--- src/rtl/mem_byte_bridge.sv ---
// Splits core loads/stores into little-endian byte beats on an 8-bit memory bus.
// Optional per-beat bus_ready timeout is built in when BUS_TIMEOUT_EN is defined.
module mem_byte_bridge #(
  parameter int ADDR_WIDTH     = 32,
  parameter int DATA_WIDTH     = 32,
  parameter int WAIT_STATES    = 0,
  parameter int TIMEOUT_CYCLES = 255
) (
  input  logic                  clk,
  input  logic                  rst_n,
  input  logic                  memory_read,
  input  logic                  memory_write,
  input  logic [2:0]            option,
  input  logic [ADDR_WIDTH-1:0] address,
  input  logic [DATA_WIDTH-1:0] write_data,
  output logic [DATA_WIDTH-1:0] read_data,
  output logic                  memory_response,
  output logic                  bus_error,
  output logic                  bus_valid,
  output logic                  bus_we,
  output logic [ADDR_WIDTH-1:0] bus_addr,
  output logic [7:0]            bus_wdata,
  input  logic [7:0]            bus_rdata,
  input  logic                  bus_ready
);

  // state | meaning
  // IDLE  | waiting for memory_read / memory_write
  // WAIT  | wait-state countdown before a beat, bus_valid low
  // BEAT  | bus_valid high, waiting for bus_ready
  // DONE  | one-cycle memory_response, requests not sampled
  typedef enum logic [1:0] {S_IDLE, S_WAIT, S_BEAT, S_DONE} state_t;

  localparam int NB = DATA_WIDTH / 8;
  localparam int IW = $clog2(NB);
  localparam int WW = (WAIT_STATES > 1) ? $clog2(WAIT_STATES) : 1;
  localparam int TW = (TIMEOUT_CYCLES > 1) ? $clog2(TIMEOUT_CYCLES) : 1;
  localparam bit HAS_WAIT = (WAIT_STATES > 0);
`ifdef BUS_TIMEOUT_EN
  localparam bit TMO_EN = 1'b1;
`else
  localparam bit TMO_EN = 1'b0;
`endif

  state_t                  r_state, w_state_nxt;
  logic                    r_we;
  logic [2:0]              r_opt;
  logic [ADDR_WIDTH-1:0]   r_addr;
  logic [NB-1:0][7:0]      r_wdata;
  logic [NB-1:0][7:0]      r_rbuf;
  logic [IW-1:0]           r_idx;
  logic [IW-1:0]           r_last;
  logic [WW-1:0]           r_wcnt;
  logic [TW-1:0]           r_tcnt;
  logic [DATA_WIDTH-1:0]   r_rdata;
  logic                    r_err;

  logic                    w_req;
  logic                    w_last;
  logic                    w_tmo_hit;
  logic [IW-1:0]           w_last_req;
  logic [NB-1:0][7:0]      w_rbuf;
  logic [DATA_WIDTH-1:0]   w_ext;

  assign w_req  = memory_read | memory_write;
  assign w_last = (r_idx == r_last);

  always_ff @(posedge clk or negedge rst_n) begin
    if (!rst_n) r_state <= S_IDLE;
    else        r_state <= w_state_nxt;
  end

  always_comb begin
    w_state_nxt     = r_state;
    w_tmo_hit       = 1'b0;
    memory_response = 1'b0;
    bus_valid       = 1'b0;
    bus_we          = 1'b0;
    bus_addr        = '0;
    bus_wdata       = '0;
    case (r_state)
      S_IDLE: if (w_req) w_state_nxt = HAS_WAIT ? S_WAIT : S_BEAT;
      S_WAIT: if (r_wcnt == '0) w_state_nxt = S_BEAT;
      S_BEAT: begin
        bus_valid = 1'b1;
        bus_we    = r_we;
        bus_addr  = r_addr + ADDR_WIDTH'(r_idx);
        bus_wdata = r_wdata[r_idx];
        if (bus_ready) begin
          if (w_last)        w_state_nxt = S_DONE;
          else if (HAS_WAIT) w_state_nxt = S_WAIT;
          else               w_state_nxt = S_BEAT;
        end else if (TMO_EN && (r_tcnt == '0)) begin
          w_tmo_hit   = 1'b1;
          w_state_nxt = S_DONE;
        end
      end
      S_DONE: begin
        memory_response = 1'b1;
        w_state_nxt     = S_IDLE;
      end
      default: w_state_nxt = S_IDLE;
    endcase
  end

  always_comb begin
    case (option)
      3'b000, 3'b100: w_last_req = '0;
      3'b001, 3'b101: w_last_req = IW'(1);
      3'b010:         w_last_req = IW'(3);
      default:        w_last_req = IW'(NB - 1);
    endcase
  end

  // Read buffer including the byte arriving this cycle, so read_data is valid in DONE.
  always_comb begin
    w_rbuf = r_rbuf;
    if (r_state == S_BEAT) w_rbuf[r_idx] = bus_rdata;
    case (r_opt)
      3'b000:  w_ext = {{(DATA_WIDTH-8){w_rbuf[0][7]}}, w_rbuf[0]};
      3'b100:  w_ext = DATA_WIDTH'(w_rbuf[0]);
      3'b001:  w_ext = {{(DATA_WIDTH-16){w_rbuf[1][7]}}, w_rbuf[1], w_rbuf[0]};
      3'b101:  w_ext = DATA_WIDTH'({w_rbuf[1], w_rbuf[0]});
      default: w_ext = w_rbuf;
    endcase
  end

  always_ff @(posedge clk or negedge rst_n) begin
    if (!rst_n) begin
      r_we    <= 1'b0;
      r_opt   <= '0;
      r_addr  <= '0;
      r_wdata <= '0;
      r_rbuf  <= '0;
      r_idx   <= '0;
      r_last  <= '0;
      r_wcnt  <= '0;
      r_tcnt  <= '0;
      r_rdata <= '0;
      r_err   <= 1'b0;
    end else begin
      r_err <= w_tmo_hit;
      // Down-counters preload whenever idle so each wait period / beat starts fresh.
      if (r_state != S_WAIT)   r_wcnt <= WW'(WAIT_STATES - 1);
      else if (r_wcnt != '0)   r_wcnt <= r_wcnt - WW'(1);
      if ((r_state != S_BEAT) || bus_ready) r_tcnt <= TW'(TIMEOUT_CYCLES - 1);
      else if (r_tcnt != '0)                r_tcnt <= r_tcnt - TW'(1);

      case (r_state)
        S_IDLE: if (w_req) begin
          r_we    <= memory_write;
          r_opt   <= option;
          r_addr  <= address;
          r_wdata <= write_data;
          r_idx   <= '0;
          r_last  <= w_last_req;
          r_rbuf  <= '0;
        end
        S_BEAT: begin
          if (bus_ready) begin
            if (!r_we) r_rbuf <= w_rbuf;
            if (!w_last) r_idx <= r_idx + IW'(1);
            else if (!r_we) r_rdata <= w_ext;
          end else if (w_tmo_hit && !r_we) begin
            r_rdata <= '1;
          end
        end
        default: ;
      endcase
    end
  end

  assign read_data = r_rdata;
  assign bus_error = r_err;

endmodule

--- config.mk ---
export PLATFORM = sky130hd
export DESIGN_NAME = mem_byte_bridge
export DESIGN_NICKNAME = d
export VERILOG_FILES = /design/src/rtl/mem_byte_bridge.sv
export SDC_FILE = /design/constraint.sdc
export NUM_CORES = 1
export LEC_CHECK = 0
export CORE_ASPECT_RATIO = 0.9
export CORE_MARGIN = 2
export CORE_UTILIZATION = 55
export CTS_CLUSTER_SIZE = 14
export DETAILED_ROUTE_END_ITERATION = 10
export GPL_ROUTABILITY_DRIVEN = 0
export HOLD_SLACK_MARGIN = 0.12
export PLACE_DENSITY = 0.89
export SYNTH_ARGS = -nofsm -noshare
export SYNTH_HDL_FRONTEND = slang
export SYNTH_SLANG_ARGS = --single-unit
--- constraint.sdc ---
create_clock -name clk -period 7.5 [get_ports clk]
set_clock_uncertainty 0.15 [all_clocks]
set_input_delay 1.5 -clock clk [delete_from_list [all_inputs] [get_ports clk]]
set_output_delay 1.5 -clock clk [all_outputs]
set_load 0.03 [all_outputs]
==> results list, run 1 <==
* Die X-Extent: 122 µm
- For this run, the top clock speed supported by timing is 174 MHz.
- Share of power burned in registers: 31.5%
- Hold buffer count at cts: 0
- Final period util: 76.6%
- Hold Fails Final Rpt: 0
- Number of standard-cell rows in the floorplan: 38
* Initial antenna violation count: 0
- VDD sags by at most 0.329 mV.
- The final layout contains routed wiring with a total length of 18.0 mm.
* Total congestion overflow after global routing: 0
* Slack of the worst reg-to-reg path: 4.22 ns
* Number of synthesized register bits: 139
- The average instance in the mapped netlist occupies 11.0 µm².
- Async S/R FF share, synth: 100%
- Synthesized instance count: 626
- After synthesis the cells add up to 6910 µm².
- Per report_power, the clock group accounts for 18.9% of the total.
- The netlist uses 51 different library cells.
- For this run, the detailed router's first-pass iteration total came to 8.
- Counting the fill cells in the layout gives 776.
- The final route contains 5659 vias.
- STA classifies the critical path startpoint as a flip-flop.
* Floorplan die height: 110 µm
- Per-cell routed wire length: 19.2 µm
- Entering global routing, the biggest net connects 73 pins.
- After layout, the design draws a total of 4.54 mW.
- Share of total power in combinational logic: 49.5%
* Number of max-cap violations: 0
- Residual DRC: 0
* Total global-route track usage: 27.4%
- The floorplan step defined a die boundary enclosing 13500 µm².
- In this run the tightest slew margin relative to its limit is 33.2%.
- In the final layout, the share of cells above drive strength 1 is 15.4%.
- In this run the worst path has a maximum fanout of 16.
* Number of buffers inserted to repair setup after CTS: 0
- Dividing the detail-routed via count by the number of cells gives 6.04.
* Ys flop type: dfrtp_1
- For the pin with the worst max-slew slack, the measured transition is 1.00 ns.
* Total internal power: 2.65 mW
- The first global-routing pass estimated 28.1 mm of wire.
- The core region is 12200 µm².
- Most common cell after layout, fill and taps aside: clkdlybuf4s50_1
* Buffer type at the clock tree root: clkbuf_16
* Count of yosys warnings during synthesis: 0
- Final HPWL DP: 11.8 mm
* Cts bufs inserted: 17
- Power density over the cells: 499 nW/µm²
- Leaving out fill and tap cells, the most frequent cells in the layout are clkdlybuf4s50_1 (153), dfrtp_1 (139), nand2_1 (68), mux2_2 (68), nor2_1 (40).
- The worst setup path is captured at an output pin.
- The net count of the finished layout is 851.
* Total clock sinks: 139
- The area growth from synthesis to layout is 31.5%.
- The count of pins over their slew limit was 0.
- Setup total negative slack on the finished layout was measured at 0 ns.
- Number of gates given a new drive strength after cts: 0
- For the worst-skew pair, the clock arrives at the later sink with an insertion delay of 0.42 ns.
- Setup violations remaining at the end of the flow were counted as 0.
- For this block, the initial DRC count from the detailed router was 649.
* Outcome: completed
- Endpoint required time on the critical path: 5.85 ns
- Net count after synthesis: 713
- For the worst setup path, the data arrival time is 4.10 ns.
* Number of enable-type register cells in the synthesized netlist: 0
- Total number of H-tree levels: 4
- Switching portion of total power: 41.5%
* Number of nets still failing antenna checks after routing: 0
* RSZ-0062 raised after global routing: false
- For this design the static power due to leakage is 3.71 nW.
* Ports placed on the boundary: 156
- Clock tree from TritonCTS: done
- Critical path class: reg2out
- The count of buffers added on input and output ports is 154.
- Clock input transition at the sequential cells of the worst setup and hold paths: 0.06 ns
* Final critical-path required period: 5.75 ns
- For this design the total switching power over the nets is 1.88 mW.
- Once layout is complete, the cells apart from fillers number 937.
* Effective utilization at floorplan: 56.8%
- The min-delay analysis places its worst path in the category reg2reg.
- Count of placed standard cells including taps: 905
* Vias in the first global route: 5597
- The clock passes through at most 2 buffers.
* Sequential share of the synthesized area: 50.3%
- The number of antenna diodes in the final layout is 0.
==> per-layer routing <==
layer  up-vias  track usage [%]  part of all wire [%]
li1       2544                -                     -
met1      2760             35.0                    40
met2       303             44.8                    49
met3        52             7.00                   7.6
met4         0             11.6                   2.8
met5         -                0                     0
==> through the flow <==
stage	instance area [µm²]	worst slack (ns)	hold WS, ns	util [%]
4_1_cts	9090	1.75	0.328	74.7
2_1_floorplan	6910	3.36	0.293	-
6_report	9090	1.75	0.328	74.7
3_5_place_dp	8480	2.23	0.315	69.7
3_3_place_gp	8480	2.34	0.302	69.7
5_1_grt	9090	1.52	0.341	74.7
==> cells in the mapped netlist (3+ instances only) <==
library cell  number  area (µm²)
dfrtp_1          139        3480
mux2_2            68         766
nand2_1           68         255
nor2_1            40         150
o21ai_0           32         160
mux2i_1           26         260
o31ai_1           26         195
a21oi_1           22         110
clkbuf_1          15        56.3
inv_1             13        48.8
and2_1            12        75.1
buf_1             11        41.3
nand3_1           11        55.1
xnor2_1           11        96.3
or4_1             10        75.1
a22o_1             9        78.8
o21a_1             9        67.6
a31oi_1            8        50.1
mux4_2             8         180
o211a_1            8        80.1
o211ai_1           8        60.1
or3_1              8        50.1
buf_2              7        35.0
nand4_1            7        43.8
ha_1               6        75.1
nor3_1             5        25.0
nand2b_1           4        25.0
and4_1             3        26.3
clkbuf_8           3        41.3
nor4_1             3        18.8
==> sequential cells by signal, summed over array words and instances, names as in the netlist <==
name and cells:
r_state 2, r_rbuf 32, r_we 1, r_opt 3, r_last 2, r_addr 32, r_wcnt 1, r_idx 2
r_wdata 32, read_data 32
==> power by group through the flow <==
stage	clock network (mW)	logic [mW]	registers, mW
after floorplan	0	1.36	1.47
after detailed placement	0	2.22	1.42
final	0.858	2.25	1.43
after global placement	0	2.15	1.39
after CTS	0.864	2.25	1.42
after global routing	0.895	2.40	1.47
==> logic make-up after synthesis <==
kind of cell	synth area share [%]
other	0.0543
AND/OR/NAND/NOR	13.0
buffers and inverters	3.71
AO/OA/AOI/OAI	12.5
adder cells (fa/ha/maj)	1.38
XOR/XNOR	1.52
multiplexers	17.5
flip-flops	50.3
==> cell type report <==
class	instances	area, µm²	area share [%]
Tap cell	160	200	2.20
Clock inverter	10	140	1.54
Clock buffer	22	464	5.11
Multi-Input combinational cell	434	3180	35.0
Inverter	14	52.6	0.578
Sequential cell	139	3480	38.3
Timing Repair Buffer	158	1570	17.3
==> worst max-delay path, stage by stage (launching register included) <==
cell and delay (ns):
dfrtp_1 0.79, ha_1 0.32, fa_1 0.25, nand4_1 0.27
or4_4 0.68, or4_1 0.44, a21oi_1 0.19, clkdlybuf4s50_1 0.72
==> path summary, 6_finish.rpt <==
kind / from / endpoint / cells after the start
setup / recovery: r_idx[0] / bus_addr[30] / 7
hold / removal: read_data[2] / read_data[2] / 2
setup reg to reg: r_state[0] / read_data[10] / 6
hold reg to reg: read_data[2] / read_data[2] / 2
max in group asynchronous: rst_n / r_wdata[12] / 2
min in group asynchronous: rst_n / read_data[6] / 1
(Power assumes the default switching activity.)
==> run 2: changes to the inputs <==
--- a/config.mk
+++ b/config.mk
@@ -7,12 +7,12 @@
 export LEC_CHECK = 0
 export CORE_ASPECT_RATIO = 0.9
 export CORE_MARGIN = 2
-export CORE_UTILIZATION = 55
+export CORE_UTILIZATION = 51
 export CTS_CLUSTER_SIZE = 14
 export DETAILED_ROUTE_END_ITERATION = 10
 export GPL_ROUTABILITY_DRIVEN = 0
 export HOLD_SLACK_MARGIN = 0.12
-export PLACE_DENSITY = 0.89
+export PLACE_DENSITY = 0.84
 export SYNTH_ARGS = -nofsm -noshare
 export SYNTH_HDL_FRONTEND = slang
 export SYNTH_SLANG_ARGS = --single-unit
==> constraint.sdc (replaced) <==
create_clock -name clk -period 5.85 [get_ports clk]
set_clock_uncertainty 0.15 [all_clocks]
set_input_delay 1.17 -clock clk [delete_from_list [all_inputs] [get_ports clk]]
set_output_delay 1.17 -clock clk [all_outputs]
set_load 0.03 [all_outputs]
==> results list, run 2 (same netlist as run 1, synthesis figures left out) <==
- After clock tree synthesis, the flow added hold-fix buffers numbering 0.
- Highest achievable clock rate: 195 MHz
- The final count of hold timing violations is 0.
* Hold Crit Depth: 2
- Fillers: 970
- In this run the worst path has a maximum fanout of 16.
- Worst Slack Setup Final: 0.731 ns
- Number of buffers inserted to repair setup after CTS: 0
- Measured along the x axis, the die boundary spans 127 µm.
* Critical path class: reg2out
- Summed over all cells, the static leakage comes to 3.73 nW.
* Final Max Slew Viols: 0
* Vias in the first global route: 5717
* Share of post-route cells with drive strength above 1: 15.6%
- The largest individual stage delay along the critical path comes from the cell dfrtp_1.
- Via count: 5441
- STA puts the critical path data required time at 4.53 ns.
- Post-Place Worst Slack: 1.22 ns
- After detailed routing, the total wire length is 17.2 mm.
- TritonCTS built the clock tree.
- Clock tree synthesis selected as its root buffer the cell clkbuf_16.
- Hold is met by 0.326 ns.
- Relative slew slack: 34.3%
* Floorplan die height: 114 µm
* Transition time at the pin with the least slew margin: 0.985 ns
- The die covers 14500 µm².
- Min-Delay Path Class: reg2reg
* Commonest cells after routing, fill and taps aside: clkdlybuf4s50_1 (153), dfrtp_1 (139), nand2_1 (68), mux2_2 (68), nor2_1 (40)
- Measured in cells, the most critical reg-to-reg path has a length of 6.
* Outcome: completed
* Setup TNS Final: 0 ns
- RSZ-0062 raised after global routing: false
* Final HPWL DP: 12.0 mm
* Slack of the worst reg-to-reg path: 2.24 ns
- Hold path startpoint: r_rbuf[9]
- CTS built an H-tree with a depth of 4.
- The path with the worst hold slack has its endpoint at r_rbuf[9].
- After detailed routing, the average wire length per cell comes to 18.2 µm.
* Final layout net count: 851
* Count of placed standard cells including taps: 913
* Cts bufs inserted: 17
* Total of buffers placed on input and output ports: 154
* Maximum number of pins on one net before global-route repair: 105
- In this design, the stage delay of the slowest critical-path cell is 0.78 ns.
- Footprint of the multi-input gates: 3190 µm²
* Avg Vias per Cell: 5.76
- Total global-route track usage: 24.9%
- Power density over the cells: 635 nW/µm²
* Number of standard-cell rows in the floorplan: 40
- Gates resized during post-CTS repair numbered 0.
- STA classifies the critical path startpoint as a flip-flop.
- Before antenna repair, the detailed router went through 5 iterations.
- The count of nets left with antenna violations once routing finished came out at 0.
- Setup crit end kind: output pin
- Once layout is complete, the cells apart from fillers number 945.
* Effective utilization at floorplan: 51.9%
- Latest clock arrival within the worst-skew pair: 0.42 ns
- The first global-routing pass estimated 28.2 mm of wire.
- After detailed routing, the number of remaining DRC violations is 0.
* Cell chain of the critical path: fa_1 > nand4_1 > or4_4 > or4_1 > a21oi_1 > clkdlybuf4s50_1
- Final setup violation count: 0
- Max-cap violations in this run came to 0.
- DRC violation total after the first TritonRoute iteration: 402
- Area of all sequential standard cells: 3480 µm²
* Standard cell core area: 13300 µm²
- Across the VDD grid, the largest voltage drop is 0.347 mV.
* Area delta synth->final: 32.1%
* Final critical-path required period: 5.12 ns
- Initial antenna violation count: 0
- In this run the critical register-to-register path is captured at read_data[30].
* Total congestion overflow after global routing: 0
* R2r startpoint: r_state[0]
- Clock input transition at the sequential cells of the worst setup and hold paths: 0.06 ns
* Final period util: 87.5%
- Arr. time, crit path: 3.80 ns
- The library cell used most frequently in the layout, excluding fill and tap cells, is clkdlybuf4s50_1.
* Ports placed on the boundary: 156
- Total clock sinks: 139
- In this run the deepest clock path goes through 2 buffers.
## run 2: how the worst max path moves through the flow
stage | startpoint | end | slack (ns) | cells after the start
global placement | r_idx[1] | bus_addr[26] | 1.27 | 6
floorplan | r_idx[0] | bus_addr[18] | 2.04 | 7
CTS | r_idx[1] | bus_addr[26] | 0.72 | 6
global route | r_idx[1] | bus_addr[26] | 0.55 | 6
finish | r_idx[1] | bus_addr[26] | 0.73 | 6
detailed placement | r_idx[1] | bus_addr[26] | 1.22 | 6
## run 2: routing by layer
metal	up-vias	GRT usage (%)	wire length, µm
met5	-	0	0
met4	0	9.52	437
li1	2537	-	-
met2	188	41.5	8310
met1	2680	30.0	7170
met3	36	8.60	1240
## run 2: critical path: cells and delay by family (launching register included)
family,cells,cell delay [ns]
adder cells (fa/ha/maj),1,0.36
AND/OR/NAND/NOR,3,1.35
flip-flops,1,0.78
AO/OA/AOI/OAI,1,0.17
buffers and inverters,1,0.71
## run 2: metrics by stage
| step | area (µm²) | utilization (%) | power (mW) |
|---|---|---|---|
| global route | 9130 | 68.5 | 6.14 |
| detailed placement | 8500 | 63.9 | 4.66 |
| finish | 9130 | 68.6 | 5.79 |
| floorplan | 6910 | - | 3.63 |
| global placement | 8500 | 63.9 | 4.55 |
| CTS | 9130 | 68.5 | 5.82 |
## run 2: power breakdown
part           switching (mW)  internal, mW
Sequential              0.372          1.42
Clock                   0.400         0.733
Combinational            1.58          1.29
## run 2: layout make-up
cell class | count | area share [%]
sequential | 139 | 38.1
multi-input combinational | 434 | 34.9
timing repair buffer | 158 | 17.2
clock buffer | 20 | 5.00
tap | 168 | 2.30
clock inverter | 11 | 1.84
inverter | 14 | 0.576
antenna | 1 | 0.0274
==> run 3: changes to the inputs <==
--- a/config.mk
+++ b/config.mk
@@ -6,13 +6,12 @@
 export NUM_CORES = 1
 export LEC_CHECK = 0
 export CORE_ASPECT_RATIO = 0.9
-export CORE_MARGIN = 2
-export CORE_UTILIZATION = 51
+export CORE_UTILIZATION = 55
 export CTS_CLUSTER_SIZE = 14
 export DETAILED_ROUTE_END_ITERATION = 10
 export GPL_ROUTABILITY_DRIVEN = 0
 export HOLD_SLACK_MARGIN = 0.12
-export PLACE_DENSITY = 0.84
+export PLACE_DENSITY = 0.89
 export SYNTH_ARGS = -nofsm -noshare
 export SYNTH_HDL_FRONTEND = slang
 export SYNTH_SLANG_ARGS = --single-unit
==> constraint.sdc (replaced) <==
create_clock -name clk -period 6.5 [get_ports clk]
set_clock_uncertainty 0.15 [all_clocks]
set_input_delay 1.3 -clock clk [delete_from_list [all_inputs] [get_ports clk]]
set_output_delay 1.3 -clock clk [all_outputs]
set_load 0.03 [all_outputs]
==> results list, run 3 (same netlist as run 1, synthesis figures left out) <==
* Total design power: 5.12 mW
- Transition time at the pin with the least slew margin: 1.01 ns
* Final HPWL DP: 12.2 mm
- Vias in the first global route: 5636
- The multi-input combinational cells in the finished layout cover a total of 3180 µm².
- The worst setup path is captured at an output pin.
* Min-Delay Path Class: reg2reg
- At the worst endpoint, the arrival time is 4.11 ns.
- Final critical-path required period: 5.56 ns
* Buffer type at the clock tree root: clkbuf_16
- Wire length of the first global-routing pass: 28.9 mm
* Endpoint required time on the critical path: 5.05 ns
- In this run the horizontal extent of the chip is 120 µm.
* Maximum number of pins on one net before global-route repair: 91
* Hold buffer count at cts: 0
- CTS saw 139 sinks.
* Routed wire length: 17.9 mm
- The clock passes through at most 2 buffers.
* Maximum vdd drop: 0.383 mV
- The worst setup path is launched from a flip-flop.
- In this run the worst path has a maximum fanout of 16.
- Outcome: completed
- The clock reaches the later pin of the worst-skew pair after 0.42 ns.
- In the final routed layout, each cell accounts on average for 19.1 µm.
- Summing all flip-flop and latch instances after layout gives 3480 µm².
* Total of buffers placed on input and output ports: 154
- Clock input transition at the sequential cells of the worst setup and hold paths: 0.06 ns
- Via count: 5651
- Ant diodes: 0
- Area enclosed by the die boundary: 13000 µm²
* Number of buffers inserted to repair setup after CTS: 0
- Standard cell core area: 12200 µm²
- Avg Vias per Cell: 6.04
- Among cell families on the critical path, the largest total delay comes from simple AND/OR/NAND/NOR gates.
* Highest achievable clock rate: 180 MHz
- Ports placed on the boundary: 156
- In this run the number of H-tree levels came out at 4.
- The final count of hold timing violations was 0.
* Final period util: 85.5%
- Setup repair after global routing left no endpoint under its margin.
- Counting the fill cells in the layout gives 787.
* Residual DRC: 0
- The total overflow left after global routing is 0.
- In this run the core area contains 38 standard-cell rows.
- Reported leakage power: 3.68 nW
* Relative slew slack: 32.6%
* Setup TNS Final: 0 ns
* Cts bufs inserted: 17
* Max stage delay on crit path: 0.80 ns
- The area growth from synthesis to layout is 30.6%.
* Effective utilization at floorplan: 56.8%
- TritonCTS built the clock tree.
- The library cell used most frequently in the layout, excluding fill and tap cells, is clkdlybuf4s50_1.
- Traced cell by cell, the critical path runs through ha_1 > fa_1 > nand4_1 > or4_4 > or4_1 > a21oi_1 > clkdlybuf4s50_1.
- Initial antenna violation count: 0
- The die is 108 µm tall.
- Max-cap violations in this run came to 0.
* Worst path slowest cell: dfrtp_1
- In the final design database the tool counted 851 nets.
* Reg2reg path depth: 5
* Hold Crit Depth: 2
* Critical path class: reg2out
- Power density over the cells: 568 nW/µm²
- Counting both buffers and inverters, the worst setup path holds a total of 1.
* Detailed Routing Iterations Pass 1: 5
- The detail route stage leaves a number of antenna-violating nets equal to 0.
- Setup violations remaining at the end of the flow were counted as 0.
* Hold Worst Slack: 0.326 ns
* Commonest cells after routing, fill and taps aside: clkdlybuf4s50_1 (153), dfrtp_1 (139), nand2_1 (68), mux2_2 (68), nor2_1 (40)
* Count of cell instances traversed by the critical path: 7
* Share of post-route cells with drive strength above 1: 15.1%
- DRC violation total after the first TritonRoute iteration: 443
- Post-CTS repair changed the size of 0 cells.
- Final Max Slew Viols: 0
- Total global-route track usage: 29.2%
==> run 3: changes by cell type in the layout (fill, tap and decap cells not counted), sizes merged <==
cell | before | now
inv | 14 | 13
clkinv | 5 | 4
bufinv | 4 | 1
clkinvlp | 2 | 3
diode | 1 | 0
clkbuf | 20 | 24
==> run 3: worst reg2reg max path, cell delays in order, from the launching register on <==
cell,delay (ns)
dfrtp_1,0.45
nand2b_2,0.68
inv_1,0.81
nand4_1,0.69
nand2_1,0.25
o21ai_0,0.11
==> run 3: power by group <==
group / internal (mW) / switching (mW) / leakage (nW)
Combinational: 1.16 / 1.43 / 1.73
Sequential: 1.28 / 0.363 / 1.70
Clock: 0.541 / 0.348 / 0.256
Total: 2.98 / 2.14 / 3.68
==> run 3: area by class of cell <==
class / instances / share of cell area, %
clock buffer: 24 / 5.23
clock inverter: 7 / 0.749
inverter: 14 / 0.582
multi-input combinational: 434 / 35.2
sequential: 139 / 38.5
tap: 160 / 2.22
timing repair buffer: 158 / 17.4
==> run 3: final timing paths <==
check / from / endpoint / slack, ns
worst max-delay path: r_idx[0] / bus_addr[30] / 0.94
worst min-delay path: r_rbuf[12] / r_rbuf[12] / 0.33
worst max register to register: r_state[0] / read_data[5] / 3.21
worst min register to register: r_rbuf[12] / r_rbuf[12] / 0.33
max in group asynchronous: rst_n / r_addr[22] / 4.26
min in group asynchronous: rst_n / read_data[6] / 0.80
==> run 3: routing by layer <==
| metal | global-route usage [%] | vias up | wire [µm] |
|---|---|---|---|
| li1 | - | 2549 | - |
| met1 | 36.2 | 2811 | 7200 |
| met2 | 48.1 | 248 | 9000 |
| met3 | 7.07 | 43 | 1120 |
| met4 | 14.1 | 0 | 576 |
| met5 | 0 | - | 0 |
==> run 3: metrics by stage <==
| step | area (µm²) | setup WS, ns | utilization (%) | std cells |
|---|---|---|---|---|
| CTS | 9020 | 0.951 | 74.1 | 936 |
| global placement | 8480 | 1.56 | 69.7 | 905 |
| floorplan | 6910 | 2.56 | - | 626 |
| detailed placement | 8480 | 1.40 | 69.7 | 905 |
| finish | 9020 | 0.944 | 74.1 | 936 |
| global route | 9020 | 0.707 | 74.1 | 936 |
